<file path="src/rtl/watch_pkg.sv">
// watch_pkg: shared types, BCD limits and the BCD increment helper for the
// alarm-watch timekeeper.
//   mode_t      front-panel mode (RUN, SET_TIME, SET_ALARM; 2'b11 behaves as RUN)
//   alarm_st_t  alarm ring/snooze state
//   bcd_inc     returns {wrap, next} for a 2-digit BCD value with a given maximum
package watch_pkg;

  typedef enum logic [1:0] {
    RUN       = 2'b00,
    SET_TIME  = 2'b01,
    SET_ALARM = 2'b10
  } mode_t;

  typedef enum logic [1:0] {
    IDLE    = 2'b00,
    RINGING = 2'b01,
    SNOOZE  = 2'b10
  } alarm_st_t;

  localparam logic [7:0] SEC_MAX = 8'h59;
  localparam logic [7:0] HR_MAX  = 8'h23;

  // Bit 8 of the result flags a wrap back to 00; the low byte is the next value.
  function automatic logic [8:0] bcd_inc(input logic [7:0] val, input logic [7:0] max);
    logic [8:0] res;
    if (val == max)
      res = 9'h100;
    else if (val[3:0] == 4'd9)
      res = {1'b0, val[7:4] + 4'd1, 4'd0};
    else
      res = {1'b0, val[7:4], val[3:0] + 4'd1};
    return res;
  endfunction

endpackage

</file>
<file path="src/rtl/bcd_mod_counter.sv">
// bcd_mod_counter: 2-digit BCD counter that wraps from MAX to 00.
//   clk, rstn   clock and asynchronous active-low reset
//   en          chained count enable (carry in from the lower field)
//   inc         manual step from a button; never produces a carry
//   load_zero   synchronous clear, takes priority over counting
//   value       current BCD value
//   carry       high when an en-driven step wraps MAX -> 00
module bcd_mod_counter
  import watch_pkg::*;
#(
  parameter logic [7:0] MAX = SEC_MAX
) (
  input  logic       clk,
  input  logic       rstn,
  input  logic       en,
  input  logic       inc,
  input  logic       load_zero,
  output logic [7:0] value,
  output logic       carry
);

  logic [8:0] step;

  assign step = bcd_inc(value, MAX);

  // Only chained counting ripples upward; button edits wrap within the field.
  assign carry = en && step[8];

  always_ff @(posedge clk or negedge rstn) begin
    if (!rstn)
      value <= '0;
    else if (load_zero)
      value <= '0;
    else if (en || inc)
      value <= step[7:0];
  end

endmodule

</file>
<file path="src/rtl/watch_timekeeper.sv">
// watch_timekeeper: time-of-day core of the alarm watch.
//   clk, rstn            system clock, asynchronous active-low reset
//   mode                 00 RUN, 01 SET_TIME, 10 SET_ALARM, 11 as RUN
//   inc_hr, inc_min      single-cycle edit pulses for the field picked by mode
//   alarm_en             alarm armed (level)
//   snooze, stop         single-cycle pulses from the debouncer
//   hh/mm/ss_bcd         current time in BCD
//   al_hh/al_mm_bcd      alarm time in BCD
//   sec_tick             one-cycle pulse per second while time is running
//   ringing              registered alarm output
module watch_timekeeper
  import watch_pkg::*;
#(
  parameter int         CLK_HZ     = 100_000_000,
  parameter int         RING_SEC   = 60,
  parameter int         SNOOZE_MIN = 5,
  parameter logic [7:0] AL_HH_RST  = 8'h07
) (
  input  logic       clk,
  input  logic       rstn,
  input  logic [1:0] mode,
  input  logic       inc_hr,
  input  logic       inc_min,
  input  logic       alarm_en,
  input  logic       snooze,
  input  logic       stop,
  output logic [7:0] hh_bcd,
  output logic [7:0] mm_bcd,
  output logic [7:0] ss_bcd,
  output logic [7:0] al_hh_bcd,
  output logic [7:0] al_mm_bcd,
  output logic       sec_tick,
  output logic       ringing
);

  localparam int PW           = (CLK_HZ > 1) ? $clog2(CLK_HZ) : 1;
  localparam int SNOOZE_TICKS = SNOOZE_MIN * 60;
  localparam int CNT_MAX      = (RING_SEC > SNOOZE_TICKS) ? RING_SEC : SNOOZE_TICKS;
  localparam int CW           = $clog2(CNT_MAX + 1);

  localparam logic [PW-1:0] PRESC_LAST  = PW'(CLK_HZ - 1);
  localparam logic [CW-1:0] RING_LAST   = CW'(RING_SEC - 1);
  localparam logic [CW-1:0] SNOOZE_LAST = CW'(SNOOZE_TICKS - 1);

  logic          set_time;
  logic          set_alarm;
  logic [PW-1:0] presc;
  logic          ss_carry;
  logic          mm_carry;
  logic          hh_carry_unused;
  logic [7:0]    al_hh_step;
  logic [7:0]    al_mm_step;
  logic [1:0]    al_wrap_unused;
  logic          tick_d;
  logic          alarm_hit;
  logic [CW-1:0] cnt;
  alarm_st_t     state;

  assign set_time  = (mode == SET_TIME);
  assign set_alarm = (mode == SET_ALARM);

  // Prescaler is parked at 0 while the time is being edited so the first
  // second after leaving SET_TIME is a full one.
  always_ff @(posedge clk or negedge rstn) begin
    if (!rstn)
      presc <= '0;
    else if (set_time || presc == PRESC_LAST)
      presc <= '0;
    else
      presc <= presc + PW'(1);
  end

  assign sec_tick = !set_time && (presc == PRESC_LAST);

  bcd_mod_counter #(.MAX(SEC_MAX)) u_ss (
    .clk       (clk),
    .rstn      (rstn),
    .en        (sec_tick),
    .inc       (1'b0),
    .load_zero (set_time),
    .value     (ss_bcd),
    .carry     (ss_carry)
  );

  bcd_mod_counter #(.MAX(SEC_MAX)) u_mm (
    .clk       (clk),
    .rstn      (rstn),
    .en        (ss_carry),
    .inc       (set_time && inc_min),
    .load_zero (1'b0),
    .value     (mm_bcd),
    .carry     (mm_carry)
  );

  // Midnight rollover has no consumer; the hours carry is left dangling.
  bcd_mod_counter #(.MAX(HR_MAX)) u_hh (
    .clk       (clk),
    .rstn      (rstn),
    .en        (mm_carry),
    .inc       (set_time && inc_hr),
    .load_zero (1'b0),
    .value     (hh_bcd),
    .carry     (hh_carry_unused)
  );

  assign {al_wrap_unused[1], al_hh_step} = bcd_inc(al_hh_bcd, HR_MAX);
  assign {al_wrap_unused[0], al_mm_step} = bcd_inc(al_mm_bcd, SEC_MAX);

  always_ff @(posedge clk or negedge rstn) begin
    if (!rstn) begin
      al_hh_bcd <= AL_HH_RST;
      al_mm_bcd <= 8'h00;
    end else if (set_alarm) begin
      if (inc_hr)
        al_hh_bcd <= al_hh_step;
      if (inc_min)
        al_mm_bcd <= al_mm_step;
    end
  end

  // The match is only looked at in the cycle right after a tick, so sitting
  // at hh:mm:00 (or editing into it) never re-triggers the alarm.
  assign alarm_hit = tick_d && (hh_bcd == al_hh_bcd) && (mm_bcd == al_mm_bcd) &&
                     (ss_bcd == 8'h00);

  // Ring/snooze controller; cnt counts seconds within RINGING or SNOOZE.
  always_ff @(posedge clk or negedge rstn) begin
    if (!rstn) begin
      state   <= IDLE;
      ringing <= 1'b0;
      cnt     <= '0;
      tick_d  <= 1'b0;
    end else begin
      tick_d <= sec_tick;
      if (!alarm_en || set_time) begin
        state   <= IDLE;
        ringing <= 1'b0;
        cnt     <= '0;
      end else begin
        case (state)
          IDLE: begin
            if (alarm_hit) begin
              state   <= RINGING;
              ringing <= 1'b1;
              cnt     <= '0;
            end
          end
          RINGING: begin
            if (stop) begin
              state   <= IDLE;
              ringing <= 1'b0;
              cnt     <= '0;
            end else if (snooze) begin
              state   <= SNOOZE;
              ringing <= 1'b0;
              cnt     <= '0;
            end else if (sec_tick) begin
              if (cnt == RING_LAST) begin
                state   <= IDLE;
                ringing <= 1'b0;
                cnt     <= '0;
              end else begin
                cnt <= cnt + CW'(1);
              end
            end
          end
          SNOOZE: begin
            if (stop) begin
              state   <= IDLE;
              ringing <= 1'b0;
              cnt     <= '0;
            end else if (sec_tick) begin
              if (cnt == SNOOZE_LAST) begin
                state   <= RINGING;
                ringing <= 1'b1;
                cnt     <= '0;
              end else begin
                cnt <= cnt + CW'(1);
              end
            end
          end
          default: begin
            state   <= IDLE;
            ringing <= 1'b0;
            cnt     <= '0;
          end
        endcase
      end
    end
  end

endmodule

</file>
<file path="config.mk">
export PLATFORM = sky130hd
export DESIGN_NAME = watch_timekeeper
export DESIGN_NICKNAME = d
export VERILOG_FILES = /design/src/rtl/watch_pkg.sv /design/src/rtl/bcd_mod_counter.sv /design/src/rtl/watch_timekeeper.sv
export SDC_FILE = /design/constraint.sdc
export NUM_CORES = 1
export LEC_CHECK = 0
export CAP_MARGIN = 10
export CORE_ASPECT_RATIO = 0.75
export CORE_UTILIZATION = 42
export DETAILED_ROUTE_END_ITERATION = 12
export PLACE_DENSITY = 0.62
export SETUP_SLACK_MARGIN = 0.2
export SYNTH_ARGS = -nofsm -noshare
export SYNTH_HDL_FRONTEND = slang
export SYNTH_SLANG_ARGS = --single-unit
</file>
<file path="constraint.sdc">
create_clock -name clk -period 3.05 [get_ports clk]
set_clock_uncertainty 0.15 [all_clocks]
set_input_delay 0.915 -clock clk [delete_from_list [all_inputs] [get_ports clk]]
set_output_delay 0.915 -clock clk [all_outputs]
set_load 0.05 [all_outputs]
</file>
==> results of run 1 <==
[worst min path at each step]
stage | endpoint | slack [ps] | start
global route | cnt[6] | 390 | cnt[6]
finish | cnt[6] | 370 | cnt[6]
CTS | cnt[6] | 370 | cnt[6]
floorplan | presc[0] | 300 | presc[0]
detailed placement | presc[0] | 330 | presc[0]
global placement | presc[0] | 320 | presc[0]
[flip-flops by register name, indices dropped and copies added, names as in the netlist]
name        flops
al_mm_bcd       8
u_ss.value      8
state           2
al_hh_bcd       8
u_hh.value      8
ringing         1
u_mm.value      8
presc          27
tick_d          1
cnt             9
[power by group through the flow]
stage | registers [mW] | clock network [mW] | logic [mW]
after CTS | 1.56 | 1.43 | 1.53
after detailed placement | 1.58 | 0 | 1.51
after floorplan | 1.99 | 0 | 0.546
after global placement | 1.57 | 0 | 1.49
after global routing | 1.60 | 1.47 | 1.64
final | 1.56 | 1.40 | 1.52
[routing by layer]
layer | vias up | share of wire | track usage
li1 | 1925 | - | -
met1 | 1913 | 0.51 | 0.309
met2 | 54 | 0.45 | 0.321
met3 | 11 | 0.029 | 0.0463
met4 | 0 | 0.012 | 0.0653
met5 | - | 0 | 0
[cell type report]
| cell class | count | area [µm²] |
|---|---|---|
| clock inverters | 6 | 155 |
| clock buffers | 10 | 229 |
| repair buffers | 85 | 768 |
| multi-input cells | 374 | 2510 |
| flip-flops and latches | 80 | 2010 |
| fillers | 915 | 4550 |
| well taps | 136 | 170 |
| inverters | 27 | 101 |
[worst register-to-register path, stage by stage (launching register included)]
cell      delay [ps]
dfrtp_1          400
nor4b_2          290
nand4_1          160
buf_4            170
buf_4            120
buf_4            130
o31ai_1          290
o211ai_1         160
buf_4            190
or4_1            460
o21ai_0           90
[cells by family (layout without fill, tap and decap cells)]
group / count (synthesis) / count (layout) / share of synthesized area
xor gates and xnor gates: 42 / 42 / 0.0793
DFF: 80 / 80 / 0.432
muxes: 6 / 6 / 0.0143
and+or+nand+nor: 212 / 212 / 0.240
adders and majority gates: 28 / 28 / 0.0755
buffers and inverters: 36 / 128 / 0.0326
AOI/OAI and AO/OA: 86 / 86 / 0.126
[per-stage QoR]
| stage | instances | setup TNS, ps |
|---|---|---|
| floorplan | 490 | 0 |
| global placement | 693 | 0 |
| detailed placement | 693 | -624 |
| CTS | 717 | 0 |
| global route | 718 | -1.71 |
| finish | 718 | 0 |
[what timing repair did]
item                                    in CTS  in global routing
pin swaps                                    3                  3
endpoints found under the setup margin       3                 10
cloned                                       0                  0
gates resized for setup                      8                  4
setup buffers                                8                  1
hold endpoints to repair                     0                  0
[cells in the final DEF (no fill, tap or decap), drive strengths merged, types with 2 or more instances in the layout]
master	count
o32ai	2
nand2	48
dfrtp	77
xnor2	30
or3	10
and3	14
nor3	15
dlymetal6s2s	2
nand4	13
nor4	2
o22ai	2
clkdlybuf4s50	44
nand4b	2
inv	27
o21ai	30
buf	37
o41ai	3
a21o	5
and4	2
dlygate4sd2	2
and2	6
nor2b	4
or2	3
xor2	12
a21oi	13
a221oi	2
clkbuf	10
ha	28
nor4b	3
or4b	3
dfstp	3
nor3b	8
nand3	25
nand2b	4
mux2	5
or4	2
bufinv	5
nor2	44
o31ai	19
nand3b	2
==> results, run 1 <==
- The number of nets in the layout is just over 600.
- The via count of the first global-routing pass was 3809.
- The post-placement setup slack is -110 ps.
- The area growth from synthesis to layout is 28.1%.
- Across all setup checks in the final design, the least slack found is 64.0 ps.
- The routed design could run at a clock period as short as 2990 ps.
- For this run the aggregate overflow at the end of global routing stands at 0.
- The critical path in this run is classified as input port to primary output.
- The worst register-to-register path has a setup slack of 360 ps.
- Entering global routing, the biggest net connects 46 pins.
- The floorplan die width is 123 µm.
- The total net switching power is around 1.7 mW.
- On the critical path the largest part of the delay comes from buffers and inverters.
- The number of warning messages in the yosys log is 0.
- The detail route stage leaves a number of antenna-violating nets equal to 0.
- The average instance in the mapped netlist occupies 9.47 µm².
- In this run the worst setup path terminates at sec_tick.
- In this run the count of I/O pins placed on the die edge is between 50 and 60.
- The most frequent cell after synthesis is dfrtp_1.
- Traced cell by cell, the critical path runs through clkdlybuf4s50_1, nor2b_1, buf_4, nor2_4, buf_8.
- The cell type with the largest total area after synthesis is dfrtp_1.
- The count of inserted antenna diode cells is 0.
- At the end of routability-driven placement, the weighted congestion stood at roughly 0.8.
- The mapped netlist covers 4640 µm².
- The clock tree from TritonCTS is yes.
- The cell-internal power is 2.78 mW.
- The largest stage delay on the critical path is 420 ps.
- The endpoint arrival time on the critical path is 1920 ps.
- The critical path crosses 5 cells after its start point.
- The number of max-slew violations in the final report is 0.
- Ranked by instance count, the synthesized netlist is headed by dfrtp_1, nand2_1, nor2_1.
- Hold repair after CTS inserted 0 buffers.
- After detailed routing, the average wire length per cell comes to 15.7 µm.
- The path depth of the worst reg2reg path is 10.
- The share of the core filled with cells in the final layout is 0.566.
- Clock-pin slew was measured on the worst setup and hold paths at 60 ps.
- In this run the critical register-to-register path is captured at state[0].
- Counting both buffers and inverters, the worst setup path holds a total of 3.
- The total nets after synthesis is about 530.
- Dividing total power by cell area gives a power density of ~750 nW/µm².
- Setup violations remaining at the end of the flow were counted as 0.
- The routed layout has ~4000 vias.
- The max capacitance violation total is 0.
- The post-detailed-route via-to-cell ratio is 5.44.
- The sum of net half-perimeters after detailed placement is around 8.2 mm.
- Setup repair after global routing could not meet its margin everywhere.
- The number of distinct standard cells referenced by the synthesized netlist is between 50 and 60.
- The share of total power dissipated in the clock network is 0.312.
- The slew of the pin with the lowest slew margin is just under 600 ps.
- The maximum number of buffers from clock root to sink is 2.
- The initial cell density of the core is 0.442.
- The sum of internal, switching and leakage power is 4.48 mW.
- The number of sinks handled by clock tree synthesis is 80.
- The maximum level of the CTS H-tree is 3.
- Derived from the worst setup path, the maximum achievable clock frequency is 0.335 GHz.
- The detailed-routing iteration count for the pre-antenna-repair pass is 5.
- The initial antenna violation count came to 0.
- The count of flip-flops with a built-in enable after synthesis is 0.
- The finished cells cover between 5000 and 6000 µm².
- The share of total power dissipated in combinational logic is 0.340.
- The count of unresolved DRC violations after routing is 0.
- The startpoint of the worst-slack reg-to-reg timing path is presc[8].
- The hold-critical path depth is 1.
- Synthesis produced 490 cells.
- Of the post-synthesis cell area, the dominant cell type holds 0.415.
- The worst setup path is captured at a primary output.
- The first global-routing pass estimated 19.0 mm of wire.
- The synthesis-stage register bit count is 80.
- Of the synthesized area, sequential elements account for 0.432.
- The number of core rows is 32.
- The total wirelength of the detailed-routed design is between 10 and 15 mm.
- The largest fanout on the critical path is 2.
- The number of buffers created by CTS is 9.
- The flow ran to the end, and the final reports show no timing, DRC or antenna violations.
- The layout cell share with drive strength beyond 1 is 0.131.
- The later pin in the worst-skew pair is clocked with a latency of 340 ps.
- The final hold violation count is 0.
- In this run the tightest slew margin relative to its limit is 0.609.
- For the worst setup path, the data required time is 1980 ps.
- The total routing usage reported by global routing is 0.215.
- Port buffering added 50 buffers.
- The worst hold slack is between 300 and 400 ps.
- The height of the die is 93.0 µm.
- The master of the slowest instance on the critical path is clkdlybuf4s50_1.
- In this run the worst hold path is classified as flip-flop to flip-flop.
- Once placement finished, the instance area stood at 5460 µm².
- STA classifies the critical path startpoint as an input port.
- The switching part of the total is 0.379.
- The starting DRC count in detailed routing is about 250.
- In this run the standard cell core region covers 10500 µm².
- The sequential group share of total power is 0.347.
- The most critical setup path has its startpoint at mode[0].
- The leakage power total is 2.63 nW.
- The area of the die is 11500 µm².
- The share of flip-flops with an asynchronous set or reset is 1.00.
- In the finished design, the share of the clock period the worst path needs comes to 0.979.
- The top flip-flop cell by instance count after synthesis is dfrtp_1.
- In the post-synthesis netlist, the biggest area contributors are dfrtp_1, ha_1, xnor2_1.
- The root buffer selected by CTS is clkbuf_16.
- The maximum vdd ir drop is 0.663 mV.
(Power assumes the default switching activity.)
==> run 2, diff against run 1 <==
- CAP_MARGIN: 10 -> not set
==> results of run 2 <==
The final DEF is identical to that of run 1; final timing and power are the same.
